$ cat src/rtl/nibble_sub_pkg.sv
`default_nettype none
// ============================================================================
// nibble_sub_pkg : shared FSM states, nibble width and nibble-count helper
// Revision: 1.0
// ============================================================================
package nibble_sub_pkg;

  localparam int NIBBLE_W = 4;

  typedef enum logic [1:0] {
    IDLE = 2'd0,
    BUSY = 2'd1,
    DONE = 2'd2
  } sub_state_t;

  function automatic int calc_nib(input int width);
    return width / NIBBLE_W;
  endfunction

endpackage
`default_nettype wire

$ cat src/rtl/nibble_sub4.sv
`default_nettype none
// ============================================================================
// nibble_sub4 : combinational 4-bit borrow-ripple subtract slice
// Revision: 1.0
// ============================================================================
module nibble_sub4
  import nibble_sub_pkg::*;
(
  input  logic [NIBBLE_W-1:0] a,
  input  logic [NIBBLE_W-1:0] b,
  input  logic                bi,
  output logic [NIBBLE_W-1:0] d,
  output logic                bo
);

  logic [NIBBLE_W:0] w_borrow;

  assign w_borrow[0] = bi;

  for (genvar i = 0; i < NIBBLE_W; i++) begin : g_bit
    assign d[i]          = a[i] ^ b[i] ^ w_borrow[i];
    assign w_borrow[i+1] = (~a[i] & b[i]) | (~(a[i] ^ b[i]) & w_borrow[i]);
  end

  assign bo = w_borrow[NIBBLE_W];

endmodule
`default_nettype wire

$ cat src/rtl/nibble_serial_subtractor.sv
`default_nettype none
// ============================================================================
// nibble_serial_subtractor : D = A - B - Bin, one nibble per cycle, valid/ready
// Optional Z/V flag ports with macro SUB_FLAGS_EN.   Revision: 1.0
// ============================================================================
module nibble_serial_subtractor
  import nibble_sub_pkg::*;
#(
  parameter int WIDTH = 16
) (
  input  logic             clk,
  input  logic             rst,
  input  logic             in_valid,
  output logic             in_ready,
  input  logic [WIDTH-1:0] A,
  input  logic [WIDTH-1:0] B,
  input  logic             Bin,
  output logic             out_valid,
  input  logic             out_ready,
  output logic [WIDTH-1:0] D,
  output logic             Bout
`ifdef SUB_FLAGS_EN
  ,
  output logic             Z,
  output logic             V
`endif
);

  localparam int c_nib   = calc_nib(WIDTH);
  localparam int c_cnt_w = $clog2(c_nib + 1);
  localparam logic [c_cnt_w-1:0] c_last = c_cnt_w'(c_nib - 1);

  if ((WIDTH % NIBBLE_W) != 0 || WIDTH < NIBBLE_W) begin : g_bad_width
    $error("nibble_serial_subtractor: WIDTH must be a multiple of 4 and >= 4");
  end

  sub_state_t          r_state, w_next;
  logic [WIDTH-1:0]    r_a, r_b, r_d, w_d_shift;
  logic                r_borrow;
  logic [c_cnt_w-1:0]  r_cnt;
  logic [NIBBLE_W-1:0] w_slice_d;
  logic                w_slice_bo;

  nibble_sub4 u_slice (
    .a  (r_a[NIBBLE_W-1:0]),
    .b  (r_b[NIBBLE_W-1:0]),
    .bi (r_borrow),
    .d  (w_slice_d),
    .bo (w_slice_bo)
  );

  // New nibble enters at the top so nibble 0 lands at the LSB after c_nib shifts.
  if (c_nib == 1) begin : g_d_single
    assign w_d_shift = w_slice_d;
  end else begin : g_d_multi
    assign w_d_shift = {w_slice_d, r_d[WIDTH-1:NIBBLE_W]};
  end

  always_ff @(posedge clk) begin
    if (rst) r_state <= IDLE;
    else     r_state <= w_next;
  end

  always_comb begin
    w_next = r_state;
    case (r_state)
      IDLE:    if (in_valid)        w_next = BUSY;
      BUSY:    if (r_cnt == c_last) w_next = DONE;
      DONE:    if (out_ready)       w_next = IDLE;
      default:                      w_next = IDLE;
    endcase
  end

  assign in_ready  = (r_state == IDLE);
  assign out_valid = (r_state == DONE);
  assign D         = r_d;
  assign Bout      = r_borrow;

  always_ff @(posedge clk) begin
    if (rst) begin
      r_a      <= '0;
      r_b      <= '0;
      r_d      <= '0;
      r_borrow <= 1'b0;
      r_cnt    <= '0;
    end else begin
      case (r_state)
        IDLE: if (in_valid) begin
          r_a      <= A;
          r_b      <= B;
          r_borrow <= Bin;
          r_cnt    <= '0;
        end
        BUSY: begin
          r_a      <= r_a >> NIBBLE_W;
          r_b      <= r_b >> NIBBLE_W;
          r_d      <= w_d_shift;
          r_borrow <= w_slice_bo;
          r_cnt    <= r_cnt + 1'b1;
        end
        default: ;
      endcase
    end
  end

`ifdef SUB_FLAGS_EN
  logic r_a_msb, r_b_msb, r_z, r_v;

  // Operand MSBs are shifted away during BUSY, so keep them from accept time.
  always_ff @(posedge clk) begin
    if (rst) begin
      r_a_msb <= 1'b0;
      r_b_msb <= 1'b0;
      r_z     <= 1'b0;
      r_v     <= 1'b0;
    end else if (r_state == IDLE && in_valid) begin
      r_a_msb <= A[WIDTH-1];
      r_b_msb <= B[WIDTH-1];
    end else if (r_state == BUSY && r_cnt == c_last) begin
      r_z <= (w_d_shift == '0);
      r_v <= (r_a_msb != r_b_msb) && (w_d_shift[WIDTH-1] != r_a_msb);
    end
  end

  assign Z = r_z;
  assign V = r_v;
`endif

endmodule
`default_nettype wire

$ cat config.mk
export PLATFORM = sky130hd
export DESIGN_NAME = nibble_serial_subtractor
export DESIGN_NICKNAME = d
export VERILOG_FILES = /design/src/rtl/nibble_sub_pkg.sv /design/src/rtl/nibble_sub4.sv /design/src/rtl/nibble_serial_subtractor.sv
export SDC_FILE = /design/constraint.sdc
export NUM_CORES = 1
export LEC_CHECK = 0
export ABC_AREA = 1
export CORE_MARGIN = 2
export CORE_UTILIZATION = 45
export CTS_BUF_LIST = sky130_fd_sc_hd__clkbuf_2
export DETAILED_ROUTE_END_ITERATION = 6
export DONT_BUFFER_PORTS = 1
export SYNTH_ARGS = -nofsm -noshare
export SYNTH_HDL_FRONTEND = slang
export SYNTH_SLANG_ARGS = --single-unit
export TNS_END_PERCENT = 100
$ cat constraint.sdc
create_clock -name clk -period 5.84 [get_ports clk]
set_clock_uncertainty 0.05 [all_clocks]
set_input_delay 0.876 -clock clk [delete_from_list [all_inputs] [get_ports clk]]
set_output_delay 0.876 -clock clk [all_outputs]
set_load 0.03 [all_outputs]
After elaboration in Yosys (flattened, before gate mapping)
Cells that the tools add are included.

storage, ports and cells
  flip-flop bits (word level) = 54
  input bits = 37
  logic and storage cells = 57
  output and inout bits = 19

cells by class
  bitwise gates (word level) = 28
  equal/unequal tests = 6
  $add $sub $neg = 1
  reductions and logical operators = 4
  multiplexer cells = 12

operator list
  operator               number
  $pmux W16 S2           2
  $mux W16               2
  $and A1 B1 Y1          8
  $not A1 Y1             8
  $xor A1 B1 Y1          8
  $mux W2                3
  $pmux W2 S3            1
  $pmux W3 S2            1
  $ne A2 B2 Y1 const B   2
  $or A1 B1 Y1           4
  $add A3 B1 Y3 const B  1
  $eq A3 B2 Y1 const B   1
  $mux W3                1
  $reduce_and A3 Y1      1
  $eq A2 B1 Y1 const B   1
  $eq A2 B2 Y1 const B   1
  $logic_not A2 Y1       1
  $ne A2 B1 Y1 const B   1
  $pmux W1 S2            1
  $reduce_and A2 Y1      1
  $reduce_bool A2 Y1     1
  $mux W1                1

Longest topological paths before layout
Gate-level depths: netlist of run 1.

  depth after elaboration = 11
  gate-level depth with buffers = 12
  mapped depth without buffers = 12

Modules after synthesis
From an unflattened synthesis of run 1, not the netlist that was laid out.

second synthesis, totals
  cells, all modules = 398
  area total of the unflattened synthesis = 2628.8 µm²

by module, submodules not included
  module                    instances  cells an instance  sequential area each (µm²)  area each (µm²)
  nibble_serial_subtractor  1          384                1081.0                      2511.2
  nibble_sub4               1          14                 0.0                         117.6

Worst setup path after synthesis of run 1
No wires, ideal clock.

  kind = reg-to-reg
  start point = register r_borrow, in the netlist Bout
  end point = register r_d[15], in the netlist D[15]
  path slack = 3.571 ns
  arrival time = 2.103 ns
  library setup time = 0.116 ns
  cell stages (with the launch flop) = 10
  period minus slack after synthesis = 2.269 ns
  buffers on the path = 0
  data required time = 5.674 ns
  path through = dfxtp_1 inv_1 fa_1 inv_1 fa_1 fa_1 inv_1 fa_1 o21ai_0 nor2_1

on the way
  cells in the longest elaborated chain, start to end = 7

RTL lines
  item                    RTL line                        source
  start, declared         nibble_serial_subtractor.sv:39  logic r_borrow;
  start signal, assigned  nibble_serial_subtractor.sv:91  r_borrow <= Bin;
  start signal, assigned  nibble_serial_subtractor.sv:98  r_borrow <= w_slice_bo;
  $and A1 B1 Y1           nibble_sub4.sv:22               assign w_borrow[i+1] = (~a[i] & b[i]) | (~(a[i] ^ b[i]) & w_borrow[i]);
  $or A1 B1 Y1            nibble_sub4.sv:22
  $and A1 B1 Y1           nibble_sub4.sv:22
  $or A1 B1 Y1            nibble_sub4.sv:22
  $and A1 B1 Y1           nibble_sub4.sv:22
  $or A1 B1 Y1            nibble_sub4.sv:22
  $xor A1 B1 Y1           nibble_sub4.sv:21               assign d[i] = a[i] ^ b[i] ^ w_borrow[i];
  net u_slice.d[3]        nibble_sub4.sv:12               output logic [NIBBLE_W-1:0] d,
  end signal, assigned    nibble_serial_subtractor.sv:97  r_d <= w_d_shift;
  end, declared           nibble_serial_subtractor.sv:38  logic [WIDTH-1:0] r_a, r_b, r_d, w_d_shift;

The timed path passes the listed nets, and every way through them passes these cells.
A chain may end at the register's enable or synchronous reset.

Final worst setup path of run 1
  start point = register r_state[0]
  end point = output port out_valid

on the way
  cells in the longest elaborated chain, start to end = 1

RTL lines
  item                    RTL line                        source
  start, declared         nibble_serial_subtractor.sv:37  sub_state_t r_state, w_next;
  start signal, assigned  nibble_serial_subtractor.sv:61  else r_state <= w_next;
  $eq A2 B2 Y1            nibble_serial_subtractor.sv:75  assign out_valid = (r_state == DONE);
  end, declared           nibble_serial_subtractor.sv:18  output logic out_valid,

No other way between the ends.

==> results of run 1 <==
==> layer usage <==
layer,vias up,part of all wire (%),GRT usage (%)
li1,1133,-,-
met2,49,45,26.8
met3,8,6.0,4.16
met4,0,1.5,6.10
met5,-,0,0
met1,915,48,20.0
==> cells in the mapped netlist <==
master    instances
nand2_2           7
dfxtp_1          54
clkbuf_1          4
buf_4             2
nand3_1           9
fa_1              4
nor2_2            1
a21oi_2           6
or2_1             1
buf_1             1
buf_2             9
buf_6             4
inv_1            65
a21oi_1          30
nor2_1           61
nor2_4            1
or2_2             1
inv_2             2
clkbuf_2          1
o21ai_0          15
o21ai_4           1
nand2_1         112
ha_1              2
==> state kept, by name (all words and copies together), names as in the netlist <==
signal	flops
r_a	16
D	16
r_state	2
Bout	1
r_cnt	3
r_b	16
==> cell families after synthesis <==
group                    Yosys count  share of synthesized area, %
AND/OR/NAND/NOR                  193                          29.2
buffers and inverters             88                          14.5
flip-flops                        54                          41.1
AO/OA/AOI/OAI                     52                          11.2
adder cells (fa/ha/maj)            6                          4.00
==> worst reg2reg max path, stage by stage, from the launching register on <==
cell,delay (ps)
dfxtp_1,470
inv_1,150
fa_1,180
inv_1,50
fa_1,370
fa_1,360
inv_1,70
fa_1,390
o21ai_0,160
nor2_1,50
==> where the power goes <==
| part | internal [mW] | switching [mW] | total [mW] |
|---|---|---|---|
| Sequential | 0.402 | 0.0405 | 0.442 |
| Clock | 0.0311 | 0.108 | 0.139 |
| Combinational | 0.0495 | 0.0848 | 0.134 |
==> layout make-up <==
class	instances	area [um2]
inverter	67	251
multi-input combinational	251	1170
tap	72	90.1
clock buffer	7	35.0
fill	618	2930
sequential	54	1080
timing repair buffer	3	22.5
==> worst paths after layout <==
kind / end / start
hold / removal: r_cnt[2] / r_cnt[2]
hold reg to reg: r_cnt[2] / r_cnt[2]
setup reg to reg: D[15] / Bout
setup / recovery: out_valid / r_state[0]
==> results by group, run 1 <==
Place
  • Dpl cells: 447
  • Final GP Congestion: 0.737
  • Dpl cell area: between 0.002 and 0.003 mm2
  • IO Port Bufs: 0
  • Post-DP HPWL: 3190 um
  • Setup WS pre-CTS: 3490 ps

Timing
  • Final Max Slew Viols: 0
  • Final min period: 2440 ps
  • Setup-failing EPs final: 0
  • RSZ-0062 raised after global routing: no
  • Final hold slack: 424 ps
  • Period utilisation layout: 41.8%
  • Post-Route Setup TNS: 0 ps
  • Worst setup margin: 3400 ps
  • Slew @ Worst Pin: 828 ps
  • Slew Limit Headroom: 44.8%
  • Peak Freq: 410 MHz
  • Hold Fails Final Rpt: 0

Floorplan
  • Core Area: approximately 0.0056 mm2
  • Die Wd: roughly 80 um
  • Die Ht: 80.4 um
  • Die Area: 0.00647 mm2
  • Row Count: 27
  • Io pins: 56
  • Initial core utilization: 47.2%

Layout
  • Most common library cell in the layout ignoring fill and taps: nand2_1
  • Area grow syn2layout: 0.714%
  • ANT cells: 0
  • Util after Layout: 47.5%
  • Fraction of layout cells with a size suffix above 1: 7.59%
  • # nets final: 425
  • Final instance area: ~0.0026 mm2
  • Most frequent cells in the layout: nand2_1 (112), inv_1 (65), nor2_1 (61)
  • Fin cells: ~450

Yosys
  • Cells after synthesis: 393
  • Synth area leaders: dfxtp_1 (41%), nand2_1 (16%), inv_1 (9.3%), nor2_1 (8.7%), a21oi_1 (5.7%)
  • Post-synthesis area per instance: 6.69 um2
  • Yosys top cell area share: around two fifths
  • Synth Net Count: around 440
  • Mapped Area: between 0.002 and 0.003 mm2
  • Netlist cell types: 23
  • Post-synthesis sequential area ratio: 41.1%
  • Cell taking the most area after synthesis: dfxtp_1
  • Yosys reg bits: 54
  • Synth warn: 0

Critical path
  • Arrival @ worst endpoint: between 1500 and 2000 ps
  • Cells along the critical path: nor2_1
  • Worst Path Max Fanout: 13
  • Reg2reg path depth: 9
  • Worst EP required: 4910 ps
  • Crit path max-delay family: simple AND/OR/NAND/NOR gates
  • Startpoint Class: flop
  • Slowest cell on crit path: nor2_1
  • Crit path buffers/inverters: 0
  • Max stage delay on crit path: between 500 and 600 ps
  • R2R Setup Slk: 3480 ps
  • Setup crit end kind: output pin
  • Worst path depth: 1
  • Critical path class: reg2out

Routing
  • Antenna viol nets, final: 0
  • DR iter-0 viols: approximately 100
  • WL/cell: 10.7 um
  • DRC violations left: 0
  • Via density: 4.64
  • Post-Route WL: between 4000 and 5000 um
  • First-pass detailed-route iteration total: 4
  • Vias: around 2100

Power and ir drop
  • Leak Pwr: between 1 and 1.5 nW
  • Pwr Total: around 0.72 mW
  • Peak supply drop: roughly 0.14 mV
  • Power per Cell Area: approximately 270 mW/mm2

CTS
  • # H-tree levels: 2
  • Clock net sink count: 54
  • Hold_buf cts: 0
  • Deepest clock path buffer count: 2
  • Clk slew on worst S/H paths: 240 ps
  • Postcts setup bufs: 0
  • CTS tree: yes
  • CTS Buf Count: 5
  • CTS Root Cell: clkbuf_2
  • Post-CTS Resized: 0
  • Worst skew pair latency: approximately 420 ps

Min path
  • Hold Crit Depth: 2
  • Tightest Hold Check Type: reg2reg

Global routing
  • Tot GR Track Use: 16.1%
  • Total gr overflow: 0
  • Vias in the first global route: between 1500 and 2000
  • First-pass GRT wire length: 8120 um
  • Initial antenna violation count: 0
  • Pin count of the biggest net entering global routing: just under 60

Outcome
  • Status: complete, no violations

Job
  • Max Cap Viol: 0
Note: power is estimated with default switching activity, not from simulation.
==> run 2: changes to the inputs <==
==> constraint.sdc (replaced) <==
create_clock -name clk -period 2.2 [get_ports clk]
set_clock_uncertainty 0.05 [all_clocks]
set_input_delay 0.33 -clock clk [delete_from_list [all_inputs] [get_ports clk]]
set_output_delay 0.33 -clock clk [all_outputs]
set_load 0.03 [all_outputs]
==> results by group, run 2 (same netlist as run 1, synthesis figures left out) <==
Outcome
  • Status: complete, no violations (unchanged)

Place
  • IO Port Bufs: 0 (unchanged)
  • Setup WS pre-CTS: -2.53 ps (was 3490 ps)
  • Post-DP HPWL: 3450 um (was 3190 um)
  • Final GP Congestion: 0.774 (was 0.737)

Timing
  • Final min period: 2090 ps
  • Peak Freq: between 400 and 500 MHz
  • Worst setup margin: 112 ps (was 3400 ps)
  • Final hold slack: 49.5 ps (was 424 ps)
  • Slew Limit Headroom: 57.1% (was 44.8%)
  • Slew @ Worst Pin: 641 ps (was 828 ps)
  • Period utilisation layout: 94.9%
  • Setup-failing EPs final: 0 (unchanged)
  • RSZ-0062 raised after global routing: no (unchanged)
  • Hold Fails Final Rpt: 0 (unchanged)
  • Final Max Slew Viols: 0 (unchanged)

Floorplan
  • Die Wd: 80.4 um (unchanged)
  • Io pins: 56 (unchanged)
  • Die Ht: 80.4 um (unchanged)
  • Row Count: 27 (unchanged)
  • Core Area: 0.00557 mm2 (unchanged)
  • Initial core utilization: 47.2% (unchanged)
  • Die Area: 0.00647 mm2 (unchanged)

Routing
  • DR iter-0 viols: 78 (was 102)
  • Vias: 2184 (was 2105)
  • Post-Route WL: 5170 um (was 4860 um)
  • WL/cell: 11.0 um (was 10.7 um)
  • Antenna viol nets, final: 0 (unchanged)
  • First-pass detailed-route iteration total: 4 (unchanged)
  • Via density: 4.65 (was 4.64)
  • DRC violations left: 0 (unchanged)

Min path
  • Hold Crit Depth: 4 (was 2)
  • Tightest Hold Check Type: in2reg (was reg2reg)

Layout
  • # nets final: 441 (was 425)
  • Most common library cell in the layout ignoring fill and taps: nand2_1 (unchanged)
  • Fraction of layout cells with a size suffix above 1: 10.3% (was 7.59%)
  • Most frequent cells in the layout: nand2_1 (112), inv_1 (62), nor2_1 (61) (was nand2_1 (112), inv_1 (65), nor2_1 (61))
  • ANT cells: 0 (unchanged)
  • Area grow syn2layout: 8.57% (was 0.714%)

Critical path
  • Critical path class: reg2reg (was reg2out)
  • Reg2reg path depth: 9 (unchanged)
  • R2R Setup Slk: 110 ps (was 3480 ps)
  • Worst Path Max Fanout: 2 (was 13)
  • Arrival @ worst endpoint: 2400 ps (was 1510 ps)
  • Worst EP required: 2520 ps (was 4910 ps)
  • Reg2reg start: Bout (unchanged)
  • CP endpoint: D[15] (was out_valid)
  • Startpoint Class: flop (unchanged)
  • Setup crit end kind: flop (was output pin)
  • Worst setup path start: Bout (was r_state[0])
  • Worst flop-to-flop path endpoint: D[15] (unchanged)

Power and ir drop
  • Power per Cell Area: 721 mW/mm2 (was 270 mW/mm2)
  • Peak supply drop: 0.321 mV (was 0.137 mV)
  • Leak Pwr: 1.36 nW (was 1.28 nW)

Global routing
  • Pin count of the biggest net entering global routing: 45 (was 58)
  • Tot GR Track Use: 17.0% (was 16.1%)
  • Total gr overflow: 0 (unchanged)
  • First-pass GRT wire length: 8510 um (was 8120 um)
  • Vias in the first global route: 1995 (was 1816)
  • Initial antenna violation count: 0 (unchanged)

CTS
  • Deepest clock path buffer count: 2 (unchanged)
  • CTS Buf Count: 5 (unchanged)
  • CTS tree: yes (unchanged)
  • Worst skew pair latency: 420 ps (about the same)
  • # H-tree levels: 2 (unchanged)
  • CTS Root Cell: clkbuf_2 (unchanged)
  • Clk slew on worst S/H paths: 260 ps (was 240 ps)
  • Clock net sink count: 54 (unchanged)

Job
  • Max Cap Viol: 0 (unchanged)
run 2: worst min path at each step:
| stage | from | end |
|---|---|---|
| 3_3_place_gp | rst | r_a[14] |
| 6_report | B[8] | r_b[8] |
| 2_1_floorplan | rst | r_a[12] |
| 4_1_cts | out_ready | r_state[1] |
| 5_1_grt | A[8] | r_a[8] |
| 3_5_place_dp | rst | r_b[14] |
run 2: repair_timing:
item | 4_1_cts | 5_1_grt
hold buffers | 10 | 1
pin swaps | 1 | 2
endpoints found under the setup margin | 1 | 2
buffers inserted | 0 | 0
hold endpoints to repair | 12 | 1
gates resized for setup | 4 | 3
cloned | 0 | 0
run 2: stage by stage:
stage                     instance area (um2)  setup TNS (ps)  total power, mW  utilization (%)  std cells
after floorplan                          2630               0             1.51                -        393
final                                    2850               0             2.06             51.2        470
after detailed placement                 2680           -2.53             1.58             48.0        452
after global routing                     2850               0             2.20             51.2        470
after global placement                   2680               0             1.57             48.0        452
after CTS                                2840               0             2.08             51.0        469
run 2: area by class of cell:
class / count / area (um2)
Multi-Input combinational cell: 251 / 1170
Timing Repair Buffer: 19 / 195
Tap cell: 72 / 90.1
Sequential cell: 54 / 1080
Inverter: 67 / 251
Clock buffer: 5 / 25.0
Clock inverter: 2 / 33.8
Fill cell: 600 / 2720
run 2: metal layers:
metal,track usage (%),vias to the layer above,routed length [um]
met5,0,-,0
met4,5.25,0,59
met3,5.51,4,368
met2,29.8,49,2400
met1,19.7,959,2350
li1,-,1172,-
run 2: critical path: stages (launching register included):
cell and delay (ps):
dfxtp_2 380, inv_2 70, fa_2 200, inv_1 50, fa_2 330, fa_2 340
inv_2 60, fa_1 400, o21ai_1 140, nor2_1 50
run 2: power breakdown:
part / leakage [nW] / switching, mW / internal, mW
logic: 0.880 / 0.246 / 0.164
registers: 0.447 / 0.103 / 1.07
clock network: 0.0365 / 0.295 / 0.183
total: 1.36 / 0.644 / 1.41
